### src/rtl/crc_frame_seq.sv
// Frame CRC sequencer: latches per-frame config on start and runs a bytewise CRC over a valid/ready beat stream.
// The result is valid 2 cycles after the last beat (or after a zero-length start) and is held until res_ready.
module crc_frame_seq #(
    parameter int DATA_BYTES = 8,
    parameter int CRC_WIDTH  = 32,
    parameter int LEN_W      = 16
) (
    input  logic                    clk,
    input  logic                    n_rst,
    input  logic                    start,
    input  logic [LEN_W-1:0]        cfg_len,
    input  logic [CRC_WIDTH-1:0]    cfg_poly,
    input  logic [CRC_WIDTH-1:0]    cfg_init,
    input  logic                    cfg_refin,
    input  logic                    cfg_refout,
    input  logic [CRC_WIDTH-1:0]    cfg_xorout,
    input  logic                    abort,
    input  logic                    s_valid,
    input  logic [DATA_BYTES*8-1:0] s_data,
    output logic                    s_ready,
    output logic                    res_valid,
    input  logic                    res_ready,
    output logic [CRC_WIDTH-1:0]    crc_result,
    output logic                    busy,
    output logic [LEN_W-1:0]        beat_cnt
);
    typedef enum logic [1:0] {IDLE, RUN, FINISH, DONE} state_t;

    localparam logic [LEN_W-1:0] BEAT_BYTES = LEN_W'(DATA_BYTES);

    state_t               r_state;
    logic [CRC_WIDTH-1:0] r_poly;
    logic [CRC_WIDTH-1:0] r_xorout;
    logic [CRC_WIDTH-1:0] r_crc;
    logic [CRC_WIDTH-1:0] r_result;
    logic                 r_refin;
    logic                 r_refout;
    logic [LEN_W-1:0]     r_rem;
    logic [LEN_W-1:0]     r_beat_cnt;

    logic [LEN_W-1:0]     w_nbytes;
    logic [CRC_WIDTH-1:0] w_crc_next;
    logic [CRC_WIDTH-1:0] w_result;
    logic [7:0]           w_byte;

    function automatic logic [7:0] rev8(input logic [7:0] v);
        logic [7:0] r;
        for (int k = 0; k < 8; k++) r[k] = v[7-k];
        return r;
    endfunction

    function automatic logic [CRC_WIDTH-1:0] rev_crc(input logic [CRC_WIDTH-1:0] v);
        logic [CRC_WIDTH-1:0] r;
        for (int k = 0; k < CRC_WIDTH; k++) r[k] = v[CRC_WIDTH-1-k];
        return r;
    endfunction

    // Bytes at or beyond the remaining count on the final beat are masked out.
    always_comb begin
        w_nbytes   = (r_rem < BEAT_BYTES) ? r_rem : BEAT_BYTES;
        w_crc_next = r_crc;
        w_byte     = '0;
        for (int i = 0; i < DATA_BYTES; i++) begin
            if (LEN_W'(i) < w_nbytes) begin
                w_byte     = r_refin ? rev8(s_data[i*8 +: 8]) : s_data[i*8 +: 8];
                w_crc_next = w_crc_next ^ (CRC_WIDTH'(w_byte) << (CRC_WIDTH-8));
                for (int j = 0; j < 8; j++) begin
                    w_crc_next = w_crc_next[CRC_WIDTH-1] ? ((w_crc_next << 1) ^ r_poly)
                                                         : (w_crc_next << 1);
                end
            end
        end
        w_result = (r_refout ? rev_crc(r_crc) : r_crc) ^ r_xorout;
    end

    always_ff @(posedge clk or negedge n_rst) begin
        if (!n_rst) begin
            r_state    <= IDLE;
            r_poly     <= '0;
            r_xorout   <= '0;
            r_crc      <= '0;
            r_result   <= '0;
            r_refin    <= 1'b0;
            r_refout   <= 1'b0;
            r_rem      <= '0;
            r_beat_cnt <= '0;
        end else if (abort) begin
            r_state <= IDLE;
        end else begin
            case (r_state)
                IDLE: begin
                    if (start) begin
                        r_poly     <= cfg_poly;
                        r_xorout   <= cfg_xorout;
                        r_refin    <= cfg_refin;
                        r_refout   <= cfg_refout;
                        r_crc      <= cfg_init;
                        r_rem      <= cfg_len;
                        r_beat_cnt <= '0;
                        r_state    <= (cfg_len != '0) ? RUN : FINISH;
                    end
                end
                RUN: begin
                    if (s_valid) begin
                        r_crc <= w_crc_next;
                        r_rem <= r_rem - w_nbytes;
                        if (r_beat_cnt != '1) r_beat_cnt <= r_beat_cnt + 1'b1;
                        if (r_rem == w_nbytes) r_state <= FINISH;
                    end
                end
                FINISH: begin
                    r_result <= w_result;
                    r_state  <= DONE;
                end
                DONE: begin
                    if (res_ready) r_state <= IDLE;
                end
                default: r_state <= IDLE;
            endcase
        end
    end

    assign s_ready    = (r_state == RUN);
    assign res_valid  = (r_state == DONE);
    assign busy       = (r_state != IDLE);
    assign crc_result = r_result;
    assign beat_cnt   = r_beat_cnt;

endmodule

### config.mk
export PLATFORM = sky130hd
export DESIGN_NAME = crc_frame_seq
export DESIGN_NICKNAME = d
export VERILOG_FILES = /design/src/rtl/crc_frame_seq.sv
export SDC_FILE = /design/constraint.sdc
export NUM_CORES = 2
export LEC_CHECK = 0
export BUFFER_PORTS_ARGS = -buffer_cell sky130_fd_sc_hd__clkbuf_2
export CAP_MARGIN = 20
export CELL_PAD_IN_SITES_DETAIL_PLACEMENT = 2
export CELL_PAD_IN_SITES_GLOBAL_PLACEMENT = 2
export CORE_ASPECT_RATIO = 0.5
export CORE_MARGIN = 2
export CORE_UTILIZATION = 41
export CTS_CLUSTER_SIZE = 28
export DETAILED_ROUTE_END_ITERATION = 8
export PLACE_DENSITY_LB_ADDON = 0.1
export SETUP_SLACK_MARGIN = 0.4
export SYNTH_ARGS = -nofsm -noshare
export SYNTH_HDL_FRONTEND = slang
export SYNTH_SLANG_ARGS = --single-unit
### constraint.sdc
create_clock -name clk -period 39.8 [get_ports clk]
set_clock_uncertainty 0.1 [all_clocks]
set_input_delay 7.96 -clock clk [delete_from_list [all_inputs] [get_ports clk]]
set_output_delay 7.96 -clock clk [all_outputs]
set_load 0.01 [all_outputs]
==> reports/results.ini <==
[die]
core_um2 = 118000
die_w_um = 492
die_area_um2 = 122000
rows = 89
ioPinCount = 235
fp.dieH_um = 248
start_util_pct = 41.4

[synthesis]
syn_area_per_cell_um2 = 7.08
synthXorXnorAreaFrac_pct = 38.1
yosysSeqAreaShare_pct = 8.40
syn-num-nets = 7094
synth-simple-area-share_pct = 25.0
syn_inst = 6904
netlist_area_um2 = 48900
ys.flop_type = dfrtp_1
synth_cell_types = 146
synthAdderAreaFrac_pct = 0.154
synth-seq-cells = 164
synth_edf_count = 0
synth_top_family_by_area = XOR/XNOR gates
yosysWarnings = 0
muxShareOfSynthArea_pct = 5.46
synth-compound-area-share_pct = 15.2
async_flop_share_pct = 100

[cts]
cts-root-buf = clkbuf_16
numCtsBuffers = 17
postCtsHoldBufs = 0
insertion_delay_ns = 0.48
cts_max_level = 4
cts_sinks = 164
cts_tree = done
clk_pin_slew_ns = 0.08
clock_path_buffers = 2

[hold_path]
min_path_type = register to register

[route]
antenna_left = 0
routed_wl_um = 251000
via_count = 52300
drcViolationCount = 0
first_pass_iters = 6
drtIter0Drc = 4945
avgRoutedWirePerCell_um = 29.9
viasPerCell = 6.22

[grt]
grt-ovfl-total = 0
grt_max_degree = 100
first_global_vias = 53500
gr-usage-all-layers_pct = 39.5
antenna_found_initial = 16
grt_pass1_wl_um = 365000

[job]
maxCapViolCount = 0

[setup_path]
start_kind = input port
critPathSlowestCell = or3_1
path_class = input port to register
cp_common_cell = or3_1
critPathCaptureType = register
max_stage_delay_ns = 0.63
cp.arrival_ns = 38.67
worstPathMaxFanout = 30
required_ns = 40.05

[cells_and_area]
finalNonFillerCells = 8398
drive_gt1_share_pct = 13.0
regArea_um2 = 4160
final_cell_mix = nand2_1, xnor2_1, nor2_1, a21oi_1, clkbuf_2
fin_nets = 6978
multi_input_area_um2 = 41900
layout_commonest_cell = nand2_1
syn2layout_area_growth_pct = 6.03
fin_area_um2 = 51800
fill_cells = 14100

[timing]
tightest_slew_ns = 1.34
clock.fmax_mhz = 26.0
rsz0062_at_grt = false
slew_headroom_pct = 10.8
period_minus_slack_ns = 38.42
finalMaxSlewViolations = 0
finalCritPeriodShare_pct = 96.5
final-setup-viol-count = 0
hold_violations = 0

[place]
port-buffer-count = 234
dp_cells = 8348
hpwl_um = 185000
gp_routability_congestion = 0.958
dpl_cell_area_um2 = 50500

[status]
status = finished, final reports clean

registers in the layout, indices dropped and copies added, names as in the netlist:
name	cells
r_refin	1
beat_cnt	16
r_rem	16
r_state	2
crc_result	32
r_xorout	32
r_crc	32
r_poly	32
r_refout	1
cell type report:
| class | count | area share, % |
|---|---|---|
| Sequential cell | 164 | 8.02 |
| Multi-Input combinational cell | 6101 | 80.9 |
| Clock inverter | 12 | 0.220 |
| Timing Repair Buffer | 477 | 5.95 |
| Tap cell | 1592 | 3.84 |
| Inverter | 27 | 0.198 |
| Antenna cell | 5 | 0.0241 |
| Clock buffer | 20 | 0.881 |
worst paths after layout:
| path | end | startpoint | slack (ns) | cells after the start |
|---|---|---|---|---|
| setup / recovery | r_crc[15] | s_data[6] | 1.38 | 98 |
| hold / removal | crc_result[2] | crc_result[2] | 0.40 | 2 |
| setup reg to reg | r_crc[15] | r_poly[31] | 7.03 | 98 |
| hold reg to reg | crc_result[2] | crc_result[2] | 0.40 | 2 |
| max in group asynchronous | r_poly[5] | n_rst | 30.03 | 3 |
| min in group asynchronous | beat_cnt[13] | n_rst | 7.29 | 1 |
Yosys cell counts (all sizes together), types with 16 or more instances:
cell type	instances	area, um2
or3	45	287
o22ai	23	144
o21a	19	145
and3	34	214
nand3	103	531
a21oi	264	1350
dfrtp	164	4100
mux2i	166	1700
or2	16	100
or4	21	161
buf	297	2250
o211ai	42	348
a2111oi	26	300
o21ai	286	1470
o221ai	24	210
a21o	21	159
and2	35	223
nor2	397	1510
o211a	25	250
clkbuf	305	1270
nor2b	75	469
inv	22	82.6
o31ai	22	185
nand2	1808	6800
nand4	32	200
a221oi	29	285
a311oi	16	153
xnor3	89	2010
a211oi	58	478
a31oi	33	236
nor3	114	607
a211o	19	170
nand2b	66	420
nor4	38	295
mux2	86	968
xnor2	1588	14100
xor2	252	2310
worst max-delay path: cells and delay by family:
kind	cells	cell delay, ns
AO/OA/AOI/OAI	39	11.88
buffers and inverters	6	1.51
XOR/XNOR	19	6.72
multiplexers	7	2.31
AND/OR/NAND/NOR	27	8.15
logic make-up after synthesis:
family,after synthesis
other,1
AO/OA/AOI/OAI,1069
XOR/XNOR,1938
buffers and inverters,641
adder cells (fa/ha/maj),6
flip-flops,164
multiplexers,252
AND/OR/NAND/NOR,2833
metal layers:
layer	global-route usage, %	wire [um]	up-vias
met2	62.2	110000	2144
met3	6.37	20800	452
met5	0	0	-
met4	12.5	7980	0
li1	-	-	22600
met1	54.8	112000	27000
per-stage QoR:
stage | setup WS (ns) | hold WS, ns | util, % | setup TNS (ns)
CTS | 0.463 | 0.400 | 43.3 | 0
global route | 0.203 | 0.438 | 43.9 | 0
detailed placement | -1.11 | 0.381 | 42.8 | -31.07
floorplan | 5.27 | 0.366 | - | 0
finish | 1.38 | 0.397 | 43.9 | 0
global placement | 0.150 | 0.362 | 42.8 | 0
what timing repair did:
item,in CTS,in global routing
cloned,0,2
pin swaps,0,6
gates resized for setup,9,91
setup buffers,0,8
endpoints found under the setup margin,32,32
Power is left out: the tool's default activity adds up to more than one toggle a clock period on the data nets, which glitch-free logic cannot reach.
